### src/rtl/qq_pkg.sv
// qq_pkg: FSM state and op encodings shared by the queue-chain controller
package qq_pkg;
  typedef enum logic [1:0] {ST_IDLE, ST_ISSUE, ST_SETTLE, ST_RESP} qq_state_e;
  localparam logic OP_ENQ = 1'b0;
  localparam logic OP_DEQ = 1'b1;
endpackage

### src/rtl/qq_ctrl.sv
// qq_ctrl: host request/response front end that drives a two-node queue chain
// Ports: clk/rst (async active-high); req_* host request handshake (op, data);
// rsp_* host response handshake (data, err); q_* strobes, data and status of
// the attached chain; cnt_o occupancy tracked by the controller.
module qq_ctrl
  import qq_pkg::*;
#(
  parameter int W = 32,
  parameter int D = 4,
  localparam int CAP = 2 * D,
  localparam int CW = $clog2(CAP + 1)
) (
  input  logic          clk,
  input  logic          rst,
  input  logic          req_valid,
  output logic          req_ready,
  input  logic          req_op,
  input  logic [W-1:0]  req_data,
  output logic          rsp_valid,
  input  logic          rsp_ready,
  output logic [W-1:0]  rsp_data,
  output logic          rsp_err,
  output logic          q_enq,
  output logic          q_deq,
  output logic [W-1:0]  q_data_o,
  input  logic [W-1:0]  q_data_i,
  input  logic          q_full,
  input  logic          q_empty,
  input  logic          q_rdy,
  output logic [CW-1:0] cnt_o
);
  qq_state_e state, state_n;
  logic op_r;
  logic [W-1:0] data_r;
  logic accept;
  logic issue_err;
  assign req_ready = !rst && state == ST_IDLE && q_rdy;
  assign accept = req_valid && req_ready;
  assign issue_err = op_r == OP_ENQ ? q_full : q_empty;
  assign q_enq = state == ST_ISSUE && op_r == OP_ENQ && !q_full;
  assign q_deq = state == ST_ISSUE && op_r == OP_DEQ && !q_empty;
  assign q_data_o = (state == ST_ISSUE && op_r == OP_ENQ) ? data_r : '0;
  assign rsp_valid = state == ST_RESP;
  always_comb begin
    state_n = state;
    case (state)
      ST_IDLE:   state_n = accept ? ST_ISSUE : ST_IDLE;
      ST_ISSUE:  state_n = issue_err ? ST_RESP : ST_SETTLE;
      ST_SETTLE: state_n = q_rdy ? ST_RESP : ST_SETTLE;
      ST_RESP:   state_n = rsp_ready ? ST_IDLE : ST_RESP;
      default:   state_n = ST_IDLE;
    endcase
  end
  // Response fields are cleared at acceptance so an enqueue or a rejected
  // request always answers with zero data.
  always_ff @(posedge clk or posedge rst) begin
    if (rst) begin
      state    <= ST_IDLE;
      op_r     <= OP_ENQ;
      data_r   <= '0;
      rsp_data <= '0;
      rsp_err  <= 1'b0;
      cnt_o    <= '0;
    end else begin
      state <= state_n;
      if (accept) begin
        op_r     <= req_op;
        data_r   <= req_data;
        rsp_data <= '0;
        rsp_err  <= 1'b0;
      end
      if (state == ST_ISSUE) rsp_err <= issue_err;
      if (q_deq) rsp_data <= q_data_i;
      if (q_enq && cnt_o != CW'(CAP)) cnt_o <= cnt_o + 1'b1;
      else if (q_deq && cnt_o != '0) cnt_o <= cnt_o - 1'b1;
    end
  end
  // The chain's full/empty flags should make saturation unreachable.
  assert property (@(posedge clk) disable iff (rst)
    !(q_enq && cnt_o == CW'(CAP)) && !(q_deq && cnt_o == '0));
endmodule

### config.mk
export PLATFORM = sky130hd
export DESIGN_NAME = qq_ctrl
export DESIGN_NICKNAME = d
export VERILOG_FILES = /design/src/rtl/qq_pkg.sv /design/src/rtl/qq_ctrl.sv
export SDC_FILE = /design/constraint.sdc
export NUM_CORES = 1
export LEC_CHECK = 0
export ABC_CLOCK_PERIOD_IN_PS = 2650
export CAP_MARGIN = 20
export CORE_UTILIZATION = 35
export DETAILED_ROUTE_END_ITERATION = 10
export GPL_TIMING_DRIVEN = 0
export PLACE_DENSITY = 0.65
export REMOVE_ABC_BUFFERS = 1
export SYNTH_ARGS = -nofsm -noshare
export SYNTH_HDL_FRONTEND = slang
export SYNTH_SLANG_ARGS = --single-unit
### constraint.sdc
create_clock -name clk -period 2.65 [get_ports clk]
set_input_delay 0.53 -clock clk [delete_from_list [all_inputs] [get_ports clk]]
set_output_delay 0.53 -clock clk [all_outputs]
set_load 0.01 [all_outputs]
==> impl_metrics.py <==
metrics = {
    "outcome": {
        "outcome": "complete, but fails checks",
        "violations": "DRC",
    },
    "route": {
        "ant_nets": 0,
        "wl_met3_um": 723,
        "vias_per_cell": 4.82,
        "num_vias": 2673,
        "post_drt_wl_per_cell_um": 14.6,
        "dr.pass1.iters": 10,
        "drtIter0Drc": 80,
        "m1WireLength_mm": 3.34,
        "top_layer": "met4",
        "wirelength_mm": 8.11,
        "drc_errors": 10,
        "met2_wirelength_mm": 4.02,
    },
    "placed_design": {
        "gp_congestion": 0.755,
        "dp_cells": 534,
        "port_buffers": 144,
        "place_ws_ns": -1.05,
        "hpwl_mm": 5.50,
    },
    "timing": {
        "fmax_mhz": 390,
        "finalSetupViolCount": 0,
        "timing.final.ws_setup_ns": 0.0889,
        "slew_violations": 0,
        "min_period_ns": 2.56,
        "fin_crit_sh_pct": 96.6,
        "finalClockSkew_ns": 0.00655,
        "finalHoldViolCount": 0,
        "tightestPinTransition_ns": 0.755,
        "slew_headroom_pct": 49.7,
    },
    "critical_path": {
        "cp.required_ns": 2.86,
        "slowest_stage": "or4b_2",
        "r2r-start": "cnt_o[1]",
        "worstPathCellList": "or4b_2, nand2_1, ha_1, a21o_1, a21oi_1, mux4_2",
        "rr_worst_depth": 6,
        "critical_path_class": "register to register",
        "crit_path_start_kind": "register",
        "cp_slowest_stage_delay_ns": 0.71,
        "cp.arrival_ns": 2.77,
        "worst_r2r_endpoint": "cnt_o[3]",
        "worstPathMaxFanout": 8,
        "end_kind": "register",
        "rrSetupSlack_ns": 0.09,
    },
    "power": {
        "power_mw": 4.69,
        "internal-power_mw": 3.23,
        "vdd_drop_max_uv": 458,
        "sw_frac_of_total_pct": 31.0,
        "p_switching_mw": 1.45,
        "p_per_area_nw_per_um2": 921,
        "p_leak_nw": 2.22,
        "combPwrFrac_pct": 39.8,
        "seq_power_share_pct": 41.2,
        "p_clk_share_pct": 18.9,
    },
    "floorplanning": {
        "initial_utilization_pct": 36.7,
        "dieHeight_um": 98.3,
        "io_pins": 145,
        "core_um2": 8850,
        "num_rows": 34,
        "dieArea_um2": 9670,
        "dieWidth_um": 98.3,
    },
    "grt": {
        "grt_usage_pct": 17.2,
        "grt_pass1_vias": 2709,
        "grt_remaining_overflow": 0,
        "grt_pass1_wl_mm": 13.2,
        "grt_antenna_before_repair": 0,
        "grt_max_degree": 70,
    },
    "yosys": {
        "synth_area_um2": 3250,
        "synth.avg_cell_area_um2": 10.9,
        "synth_edf_count": 0,
        "yosysSeqAreaShare_pct": 55.5,
        "synth_ff_type": "dfrtp_1",
        "ys_ff_latch": 72,
        "synth.distinct_cells": 35,
        "synthArstFlopShare_pct": 100,
        "synthCells": 297,
        "yosysWarnings": 0,
    },
    "hold_path": {
        "hp-class": "primary input to async pin",
    },
    "clocking": {
        "root_buffer": "clkbuf_8",
        "insertion_delay_ns": 0.33,
        "cts_hold_buf": 0,
        "htreeDepth": 3,
        "cts_buffers": 9,
        "path_clk_slew_ns": 0.08,
        "cts_tree": "done",
        "clk_path_buf_depth": 2,
        "cts.sinks": 72,
    },
    "final_layout": {
        "fin_nets": 517,
        "drive_above_1_share_pct": 15.7,
        "fin_cells": 555,
        "syn_to_final_growth_pct": 56.8,
        "num-fill-cells": 801,
        "antennaDiodeCount": 0,
    },
    "job": {
        "drv_cap": 0,
    },
}
## sequential cells by signal (all words and copies together), names as in the netlist
name	flops
cnt_o	4
data_r	32
op_r	1
rsp_data	32
rsp_err	1
state	2
## cell type report
| class | instances | area (µm²) | share of cell area (%) |
|---|---|---|---|
| Inverter | 6 | 37.5 | 0.737 |
| Clock inverter | 5 | 55.1 | 1.08 |
| Multi-Input combinational cell | 201 | 1330 | 26.2 |
| Clock buffer | 11 | 151 | 2.97 |
| Sequential cell | 72 | 1800 | 35.4 |
| Timing Repair Buffer | 152 | 1570 | 30.9 |
| Tap cell | 108 | 135 | 2.65 |
## repair_timing
| item | in CTS | in global routing |
|---|---|---|
| pin swaps | 3 | 1 |
| setup buffers | 4 | 1 |
| setup endpoints to repair | 32 | 28 |
| resized for setup | 9 | 6 |
| endpoints found under the hold margin | 0 | 0 |
## synth_stat cells (all sizes together) (2+ instances only)
library cell | n | area share [%]
inv | 6 | 0.69
buf | 8 | 2.4
a222oi | 2 | 0.62
ha | 2 | 0.77
nor2 | 3 | 0.35
clkbuf | 10 | 1.2
and2 | 34 | 6.6
a21o | 2 | 0.46
dfrtp | 72 | 55
a21oi | 4 | 0.62
o21ai | 35 | 5.4
mux2i | 2 | 0.62
nor4b | 2 | 1.2
mux2 | 34 | 12
nand2 | 67 | 7.7
nor2b | 2 | 0.39
## critical path, delay by kind of cell, from the launching register on
kind / cells / cell delay (ns)
and+or+nand+nor: 2 / 0.87
muxes: 1 / 0.51
DFF: 1 / 0.47
AOI/OAI and AO/OA: 2 / 0.35
adders and majority gates: 1 / 0.25
## metal layers
metal,up-vias,track usage (%)
met2,100,28.9
li1,1285,-
met5,-,0
met1,1284,21.4
met3,4,6.08
met4,0,3.90
## cell families after synthesis
| kind of cell | Yosys count | share of synthesized area (%) |
|---|---|---|
| and+or+nand+nor | 116 | 18.2 |
| DFF | 72 | 55.5 |
| AOI/OAI and AO/OA | 44 | 7.36 |
| muxes | 37 | 13.1 |
| buffers and inverters | 24 | 4.24 |
| adders and majority gates | 3 | 1.39 |
| xor gates and xnor gates | 1 | 0.270 |
## worst max path at each step
stage / from / end / cells past startpoint
global placement: q_empty / q_deq / 4
finish: cnt_o[1] / cnt_o[3] / 6
global route: state[1] / q_data_o[15] / 5
detailed placement: q_empty / q_deq / 5
floorplan: q_empty / cnt_o[2] / 4
CTS: state[1] / q_data_o[21] / 5
## placed cells by master (no fill, tap or decap), drive strengths merged
master         count
clkdlybuf4s50    138
clkbuf            11
and2              34
buf                8
o32ai              1
or4b               1
fa                 1
or4                1
nand2             67
o21ai             35
nand4bb            1
a21o               2
or2                1
clkinv             2
mux4               1
nor3               1
xnor2              1
nor2               3
dlymetal6s2s       5
inv                6
a222oi             2
clkinvlp           2
or3                1
nor4b              2
mux2              34
dlygate4sd2        1
mux2i              2
nand3b             1
nand2b             1
dfrtp             72
bufinv             1
nor2b              2
a21oi              4
ha                 2
## stage by stage
| step | utilization (%) | area (µm²) | hold WS (ns) | TNS (ns) |
|---|---|---|---|---|
| after global placement | 53.2 | 4710 | 0.460 | -147.53 |
| after CTS | 57.3 | 5070 | 0.447 | 0 |
| after global routing | 57.5 | 5090 | 0.454 | -0.00508 |
| after floorplan | - | 3130 | 0.449 | -0.225 |
| final | 57.5 | 5090 | 0.467 | 0 |
| after detailed placement | 54.3 | 4800 | 0.474 | -7.21 |
## power groups by stage
stage	combinational [mW]	sequential (mW)	clock, mW
floorplan	0.760	2.01	0
global placement	1.76	1.92	0
detailed placement	1.85	1.95	0
global route	2.03	2.01	0.966
CTS	1.88	1.94	0.919
finish	1.87	1.93	0.887
Note: power is estimated with default switching activity, not from simulation.
